===== config.mk =====
export PLATFORM = sky130hd
export DESIGN_NAME = sensor_hub
export DESIGN_NICKNAME = d
export VERILOG_FILES = /design/src/rtl/sensor_hub.sv
export SDC_FILE = /design/constraint.sdc
export NUM_CORES = 1
export LEC_CHECK = 0
export ABC_CLOCK_PERIOD_IN_PS = 6800
export CAP_MARGIN = 20
export CORE_ASPECT_RATIO = 0.9
export CORE_MARGIN = 2
export CORE_UTILIZATION = 40
export DETAILED_ROUTE_END_ITERATION = 16
export PLACE_DENSITY = 0.8
export SKIP_CTS_REPAIR_TIMING = 1
export SLEW_MARGIN = 10
export SYNTH_ARGS = -nofsm -noshare
export SYNTH_HDL_FRONTEND = slang
export SYNTH_SLANG_ARGS = --single-unit

===== constraint.sdc =====
create_clock -name clock -period 6.8 [get_ports clock]
set_clock_uncertainty 0.2 [all_clocks]
set_input_delay 1.02 -clock clock [delete_from_list [all_inputs] [get_ports clock]]
set_output_delay 1.02 -clock clock [all_outputs]
set_load 0.02 [all_outputs]

===== src/rtl/sensor_hub.sv =====
// Multi-channel DHT11 request/response hub with continuous sampling.
// Define SENSOR_HUB_CHECKSUM_EN to reject frames with a bad checksum.
module sensor_hub #(
  parameter int CHANNELS    = 4,
  parameter int CONT_PERIOD = 50_000_000,
  parameter int TIMEOUT     = 5_000_000
) (
  input  logic                    clock,
  input  logic                    reset,
  input  logic                    enable,
  input  logic [7:0]              request_command,
  input  logic [7:0]              request_address,
  output logic [CHANNELS-1:0]     sensor_start,
  input  logic [CHANNELS-1:0]     sensor_done,
  input  logic [40*CHANNELS-1:0]  sensor_data,
  output logic                    response_valid,
  output logic [7:0]              response_command,
  output logic [7:0]              response_value,
  output logic                    busy
);

  localparam int MAXC =
    CONT_PERIOD > TIMEOUT ? CONT_PERIOD : TIMEOUT;
  localparam int CNTW = $clog2(MAXC + 1);
  localparam int CHW  =
    CHANNELS > 1 ? $clog2(CHANNELS) : 1;
  localparam logic [CNTW-1:0] TO_LAST =
    CNTW'(TIMEOUT - 1);
  localparam logic [CNTW-1:0] CP_LAST =
    CNTW'(CONT_PERIOD - 1);

  typedef enum logic [2:0] {
    IDLE,
    ACQUIRE,
    RESPOND,
    CONT_WAIT,
    CONT_ACQ
  } state_t;

  state_t          state;
  logic            en_q;
  logic [7:0]      cmd;
  logic [CHW-1:0]  ch;
  logic [CNTW-1:0] cnt;
  logic [7:0]      pend_cmd;
  logic [7:0]      pend_val;
  logic            pend_idle;

  logic [39:0] frame [CHANNELS];
  logic [39:0] sel;
  logic        capture;
  logic        done_hit;
  logic        timeout;
  logic        addr_bad;
  logic        stop;
  logic        i_acq;
  logic [7:0]  i_cmd, i_val;
  logic [7:0]  s_cmd, s_val;
  logic [7:0]  q_cmd, q_val;
  logic [7:0]  sum;
  logic [CHW-1:0] req_ch;
  logic        unused;

  for (genvar g = 0; g < CHANNELS; g++) begin : g_frame
    assign frame[g] = sensor_data[40*g +: 40];
  end

  assign sel      = frame[ch];
  assign capture  = enable & ~en_q;
  assign done_hit = sensor_done[ch];
  assign timeout  = (cnt == TO_LAST);
  assign req_ch   = request_address[CHW-1:0];
  assign addr_bad = request_address >= 8'(CHANNELS);
  assign busy     = (state != IDLE);
  assign sum      = sel[39:32] + sel[31:24]
                  + sel[23:16] + sel[15:8];
  assign unused   = ^{sum, sel[7:0]};

  // Stop only when mode and channel match the running stream
  assign stop = capture
    && request_address == 8'(ch)
    && ((request_command == 8'h05 && cmd == 8'h03)
     || (request_command == 8'h06 && cmd == 8'h04));

  assign q_cmd = stop ? 8'h0A : 8'hFF;
  assign q_val = stop ? 8'h00 : 8'hFF;

  always_comb begin
    i_acq = 1'b0;
    i_cmd = 8'h00;
    i_val = 8'h00;
    if (addr_bad) begin
      i_cmd = 8'hEF;
      i_val = 8'hEF;
    end else if (request_command == 8'h05
              || request_command == 8'h06) begin
      i_cmd = 8'hAA;
      i_val = 8'hAA;
    end else if (request_command > 8'h06) begin
      i_cmd = 8'h45;
      i_val = 8'h45;
    end else begin
      i_acq = 1'b1;
    end
  end

  always_comb begin
    s_cmd = 8'h07;
    s_val = 8'h07;
    unique case (1'b1)
      cmd == 8'h01 || cmd == 8'h03: begin
        s_cmd = 8'h09;
        s_val = sel[23:16];
      end
      cmd == 8'h02 || cmd == 8'h04: begin
        s_cmd = 8'h08;
        s_val = sel[39:32];
      end
      default: ;
    endcase
`ifdef SENSOR_HUB_CHECKSUM_EN
    if (sum != sel[7:0]) begin
      s_cmd = 8'h1F;
      s_val = 8'h45;
    end
`endif
  end

  always_ff @(posedge clock) begin
    if (!reset) begin
      state            <= IDLE;
      en_q             <= 1'b1;
      cmd              <= '0;
      ch               <= '0;
      cnt              <= '0;
      sensor_start     <= '0;
      response_valid   <= 1'b0;
      response_command <= '0;
      response_value   <= '0;
      pend_cmd         <= '0;
      pend_val         <= '0;
      pend_idle        <= 1'b0;
    end else begin
      en_q           <= enable;
      sensor_start   <= '0;
      response_valid <= 1'b0;
      unique case (state)
        IDLE: begin
          if (capture && i_acq) begin
            sensor_start[req_ch] <= 1'b1;
            ch    <= req_ch;
            cmd   <= request_command;
            cnt   <= '0;
            state <= ACQUIRE;
          end else if (capture) begin
            response_valid   <= 1'b1;
            response_command <= i_cmd;
            response_value   <= i_val;
          end
        end
        ACQUIRE: begin
          if (done_hit) begin
            response_valid   <= 1'b1;
            response_command <= s_cmd;
            response_value   <= s_val;
            cnt   <= '0;
            state <= (cmd == 8'h03 || cmd == 8'h04)
                   ? CONT_WAIT : IDLE;
          end else if (timeout) begin
            response_valid   <= 1'b1;
            response_command <= 8'h1F;
            response_value   <= 8'h00;
            state <= IDLE;
          end else begin
            cnt <= cnt + 1'b1;
          end
        end
        CONT_WAIT: begin
          if (capture) begin
            response_valid   <= 1'b1;
            response_command <= q_cmd;
            response_value   <= q_val;
          end
          if (stop) begin
            state <= IDLE;
          end else if (cnt == CP_LAST) begin
            sensor_start[ch] <= 1'b1;
            cnt   <= '0;
            state <= CONT_ACQ;
          end else begin
            cnt <= cnt + 1'b1;
          end
        end
        CONT_ACQ: begin
          if (done_hit || timeout) begin
            response_valid   <= 1'b1;
            response_command <= done_hit ? s_cmd : 8'h1F;
            response_value   <= done_hit ? s_val : 8'h00;
            cnt   <= '0;
            state <= done_hit ? CONT_WAIT : IDLE;
            // Colliding request is answered next cycle
            if (capture) begin
              pend_cmd  <= q_cmd;
              pend_val  <= q_val;
              pend_idle <= stop || !done_hit;
              state     <= RESPOND;
            end
          end else if (capture) begin
            response_valid   <= 1'b1;
            response_command <= q_cmd;
            response_value   <= q_val;
            if (stop) state <= IDLE;
            else cnt <= cnt + 1'b1;
          end else begin
            cnt <= cnt + 1'b1;
          end
        end
        RESPOND: begin
          response_valid   <= 1'b1;
          response_command <= pend_cmd;
          response_value   <= pend_val;
          cnt   <= '0;
          state <= pend_idle ? IDLE : CONT_WAIT;
        end
        default: state <= IDLE;
      endcase
    end
  end

endmodule


==> results of run 1 <==
cell families after synthesis:
family          after synthesis  synth area share [%]
xor+xnor                      5                 1.060
simple gates                182                 25.76
flops                        64                 30.99
compound gates              164                 25.79
fa+ha+maj                     1                0.3026
buf+inv                      55                 5.357
mux                          23                 10.74
through the flow:
stage / setup slack [ps] / std cells / hold WS [ps]
2_1_floorplan: 3618 / 494 / 252.9
5_1_grt: 2540 / 714 / 298.9
3_3_place_gp: 2524 / 700 / 265.7
3_5_place_dp: 2397 / 700 / 276.3
6_report: 2918 / 714 / 281.7
4_1_cts: 2720 / 713 / 284.4
where the power goes:
part           switching, mW  internal, mW  leakage [nW]
registers            0.00373         0.381         0.518
clock network          0.157         0.259         0.130
logic                 0.0391        0.0662          1.17
worst max path at each step:
stage,endpoint,slack (ps)
2_1_floorplan,cnt[1],3620
3_3_place_gp,cnt[7],2520
3_5_place_dp,cnt[8],2400
4_1_cts,cnt[13],2720
5_1_grt,cnt[13],2540
6_report,cnt[13],2920
registers in the layout, summed over array words and instances, names as in the netlist:
register / flops
response_command: 8
cnt: 26
pend_idle: 1
response_valid: 1
en_q: 1
response_value: 8
state: 3
ch: 2
sensor_start: 4
pend_cmd: 2
cmd: 8
Yosys cell counts, types with 4 or more instances:
master	n	area share, %
buf_2	6	0.73
o2bb2ai_1	8	1.7
o31ai_1	19	3.5
a31oi_1	10	1.5
nor2b_1	4	0.61
nand4_1	9	1.4
nor3_1	17	2.1
nand4b_1	4	0.85
and2_1	6	0.91
dfxtp_1	64	31
a21oi_1	50	6.1
nand2b_1	8	1.2
nor4_1	8	1.2
and3_1	9	1.4
mux2i_1	5	1.2
clkbuf_1	26	2.4
o21ai_0	20	2.4
inv_1	18	1.6
nor2_1	35	3.2
o21a_1	6	1.1
mux4_2	17	9.3
o22ai_1	15	2.3
or4_1	17	3.1
a211oi_1	9	1.6
nand3_1	16	1.9
nand2_1	21	1.9
area by class of cell:
cell class	instances	area (µm²)
multi-input combinational	375	2640
timing repair buffer	114	1134
tap	129	161.4
clock inverter	1	5.005
sequential	64	1281
clock buffer	12	256.5
fill	915	4611
inverter	19	71.32
layer usage:
metal	part of all wire (%)	vias to the layer above	global-route usage (%)
met2	50	195	37.66
met5	0	-	0
li1	-	2091	-
met3	7.3	24	5.556
met1	41	2132	25.33
met4	2.3	0	9.687
==> results by group, run 1 <==
Yosys
  – Syn Area/Cell: 8.368 µm²
  – Syn nets: 678
  – Yosys cell types: 66
  – Post-synthesis sequential area ratio: 30.99%
  – Async SR Flop Fraction: 0%
  – Top_reg_cell synth: dfxtp_1
  – Post-synth EDFFs: 0
  – Synth warn: 0
  – Yosys reg bits: 64
  – Post-Syn Instances: 494
  – Syn Std Cell Area: 0.004134 mm²

Place
  – Hpwl dp: 9050 µm
  – Placer Congestion: 0.8559
  – Post-placement cell area: 0.005268 mm²
  – I/O Buffers: 108

STA
  – Slew HR: 40.86%
  – RSZ-0062 raised after global routing: false
  – Setup TNS: 0 ps
  – Max-slew violations: 0
  – Hold Vio Cnt, Final: 0
  – Crit path time final: 3882 ps
  – Fmax: 0.2576 GHz
  – Tightest Pin Transition: 879.0 ps
  – Final setup fails: 0
  – Final period util: 57.09%

Final layout
  – Area delta synth->final: 34.23%
  – Layout cells sized above 1: 8.889%
  – Post-route cell area: 0.005549 mm²
  – Diodes inserted: 0
  – Util after Layout: 54.62%
  – Most common cell after layout, fill and taps aside: clkdlybuf4s50_1
  – Commonest cells after routing, fill and taps aside: clkdlybuf4s50_1, dfxtp_1, a21oi_1
  – Nets: 767

Setup path
  – Worst path cell trace: clkdlybuf4s50_1, nor4_1, nand4_1, a21oi_1, nand2_1, buf_8, or4_1, a21oi_1
  – Largest stage delay, worst path: 510 ps
  – Crit path max-delay family: simple AND/OR/NAND/NOR gates
  – Crit path DAT: 3940 ps
  – Worst EP required: 6860 ps
  – R2r startpoint: cnt[10]
  – Reg-to-reg critical path endpoint: cnt[1]
  – CP bufs+invs: 2
  – CP max FO: 23
  – FF-to-FF setup slack: 3500 ps
  – CP max-delay cell: nor4_1
  – Critical Path Start: request_address[5]
  – CP Launch Type: input port
  – Register-to-Register Path Depth: 6
  – Number of stages on the worst setup path: 8
  – Critical path class: input port to flip-flop
  – CP Capture Type: flip-flop
  – CP dominant cell by count: a21oi_1

Clock network
  – H-tree lvl count: 3
  – Clk_lat worst skew: 330 ps
  – Total CTS buffers: 9
  – Clock root buffer: clkbuf_16
  – Clock slew at reported path FFs: 50 ps
  – Max Root-Sink Buffers: 2
  – Clock Sinks: 64
  – CTS tree: built

Floorplanning
  – Core Box Area: 0.01016 mm²
  – Die Ht: 100.4 µm
  – Initial core utilization: 40.69%
  – Io pins: 205
  – FP Rows: 35
  – Die width: 111.2 µm
  – Die area: 0.01117 mm²

Worst hold path
  – Min-Delay Endpoint: cmd[5]
  – Worst hold path depth: 1
  – Worst min-delay path class: flip-flop to flip-flop
  – Hold_sp: cmd[5]

Outcome
  – Status: finished clean

Power
  – Power Density: 163.2 mW/mm²
  – Maximum VDD drop: 0.0001276 V
  – Design Power: 0.9059 mW
  – Leak: 1.823 nW

GRT
  – First-pass GRT wire length: 19,830 µm
  – GRT Total Usage: 21.63%
  – Vias in the first global route: 4,292
  – Initial antenna violation count: 0
  – Largest net degree at the start of global routing: 42
  – Grt total ovfl: 0

Routing
  – WL final: 12,260 µm
  – DRC violation count after routing: 0
  – Routed Antenna Nets: 0
  – First drt pass iteration count: 5
  – Via/cell ratio: 6.221
  – Drt initial violations: 313
  – WL/cell: 17.17 µm
  – Vias: 4,442

Job
  – Max-cap violation count: 0
Power figures use the tool's default switching activity.
==> run 2, diff against run 1 <==
Settings changed: ABC_CLOCK_PERIOD_IN_PS 6800 to 4100.
Clock period 6.8 ns to 4.1 ns, I/O delays scaled along.
==> run 2 against run 1 <==
  * Power up 82%
  * Core utilization increased by 0.67 points
  * Wire length rose by 2.4%
  * Global-route usage grew 0.68 points
  * Clock power rose by 100%
  * Sequential share of layout area fell by 0.28 points
  * Largest power group unchanged
==> results by group, run 2 (synthesis results as in run 1) <==
Routing
  – WL/cell: 17.46 µm (+1.7%)
  – Drt initial violations: 353 (+13%)
  – First drt pass iteration count: 5 (unchanged)
  – DRC violation count after routing: 0 (unchanged)
  – Vias: 4,396 (-1.0%)
  – Routed Antenna Nets: 0 (unchanged)
  – Via/cell ratio: 6.114 (-1.7%)
  – WL final: 12,560 µm (+2.4%)

GRT
  – First-pass GRT wire length: 20,250 µm (+2.1%)
  – GRT Total Usage: 22.31% (+0.68 points)
  – Vias in the first global route: 4,334 (+0.98%)
  – Initial antenna violation count: 0 (unchanged)
  – Largest net degree at the start of global routing: 42 (unchanged)
  – Grt total ovfl: 0 (unchanged)

Final layout
  – Nets: 769 (+0.26%)
  – Layout cells sized above 1: 9.661% (+0.77 points)
  – Post-route cell area: 0.005617 mm² (+1.2%)
  – Most common cell after layout, fill and taps aside: clkdlybuf4s50_1
  – Finished Layout Cells: 719 (+0.70%)
  – Fill count: 934 (+2.1%)
  – Diodes inserted: 0 (unchanged)
  – FF/Latch Area: 0.001281 mm² (unchanged)
  – Util after Layout: 55.28% (+0.67 points)
  – Area delta synth->final: 35.87%
  – Top reg by flops: cnt
  – Area of the multi-input gates: 0.002640 mm² (unchanged)
  – Max reg flops: 26 (unchanged)
  – Commonest cells after routing, fill and taps aside: clkdlybuf4s50_1, dfxtp_1, a21oi_1

Power
  – Design Power: 1.647 mW (+82%)
  – Power Density: 293.2 mW/mm² (+80%)
  – Switching Share: 22.45% (+0.42 points)
  – Pint: 1.277 mW (+81%)
  – Reg power frac: 38.7% (-3.7 points)
  – Clk network pwr share: 50.6% (+4.7 points)
  – Maximum VDD drop: 0.0002502 V (+96%)
  – Logic pwr share: 10.7% (-0.9 points)
  – Psw: 0.3697 mW (+85%)
  – Leak: 1.848 nW (+1.4%)

STA
  – Final hold slack: 286.0 ps (+4.237 ps)
  – Final setup fails: 0 (unchanged)
  – Crit path time final: 3349 ps
  – Hold Vio Cnt, Final: 0 (unchanged)
  – RSZ-0062 raised after global routing: false
  – Setup TNS: 0 ps (unchanged)
  – Slew HR: 39.82% (-1.0 points)
  – Tightest Pin Transition: 894.5 ps (+15.47 ps)
  – Final worst slack: 751.2 ps (-2167 ps)
  – Final period util: 81.68%
  – Max-slew violations: 0 (unchanged)
  – Fmax: 0.2986 GHz

Place
  – Placer Congestion: 0.9049 (+5.7%)
  – I/O Buffers: 108 (unchanged)
  – Worst slack, placed: 216.7 ps (-2180 ps)
  – Hpwl dp: 9313 µm (+2.9%)
  – Cell total after placement: 703 (+0.43%)
  – Post-placement cell area: 0.005290 mm² (+0.43%)

Setup path
  – Worst EP required: 4100 ps (-2760 ps)
  – CP Launch Type: flip-flop
  – Critical path class: flip-flop to flip-flop
  – Crit path DAT: 3340 ps (-600 ps)
  – CP Capture Type: flip-flop
  – CP max FO: 22 (-4.3%)

Floorplanning
  – Die Ht: 100.4 µm (unchanged)
  – Io pins: 205 (unchanged)
  – Initial core utilization: 40.69% (unchanged)
  – Die width: 111.2 µm (unchanged)
  – Die area: 0.01117 mm² (unchanged)
  – Core Box Area: 0.01016 mm² (unchanged)
  – FP Rows: 35 (unchanged)

Clock network
  – Clock Sinks: 64 (unchanged)
  – CTS tree: built
  – Max Root-Sink Buffers: 2 (unchanged)
  – Clk_lat worst skew: 340 ps (about the same)
  – Clock root buffer: clkbuf_16
  – H-tree lvl count: 3 (unchanged)
  – Total CTS buffers: 9 (unchanged)
  – Clock slew at reported path FFs: 60 ps (about the same)

Worst hold path
  – Worst min-delay path class: flip-flop to flip-flop

Outcome
  – Status: finished clean

Job
  – Max-cap violation count: 0 (unchanged)
## run 2: area by class of cell
cell class,count,share of cell area (%)
tap,129,2.874
timing repair buffer,116,20.32
multi-input combinational,375,47.00
clock buffer,10,4.077
sequential,64,22.81
inverter,19,1.270
clock inverter,6,1.648
## run 2: power by group through the flow
stage / clock [mW] / sequential [mW] / combinational, mW
finish: 0.834 / 0.637 / 0.176
global route: 0.864 / 0.637 / 0.189
CTS: 0.834 / 0.637 / 0.176
detailed placement: 0 / 0.650 / 0.176
global placement: 0 / 0.650 / 0.172
floorplan: 0 / 0.658 / 0.0506
## run 2: worst paths after layout
check,to,slack [ps],from,cells after the start
worst min-delay path,cmd[4],290,cmd[4],1
worst max-delay path,cnt[25],750,cnt[10],6
worst max register to register,cnt[25],750,cnt[10],6
worst min register to register,cmd[4],290,cmd[4],1
## run 2: routing by layer
layer | GRT usage [%] | wire [µm]
met2 | 40.43 | 6388
met1 | 25.55 | 5112
met5 | 0 | 0
met4 | 7.977 | 257
met3 | 5.918 | 797
## run 2: worst max-delay path, cell delays in order (launching register included)
cell     delay [ps]
dfxtp_1         350
or4b_4          580
nor4_4          460
a21oi_1         250
o21ai_1         690
a31o_2          580
a21oi_1          90
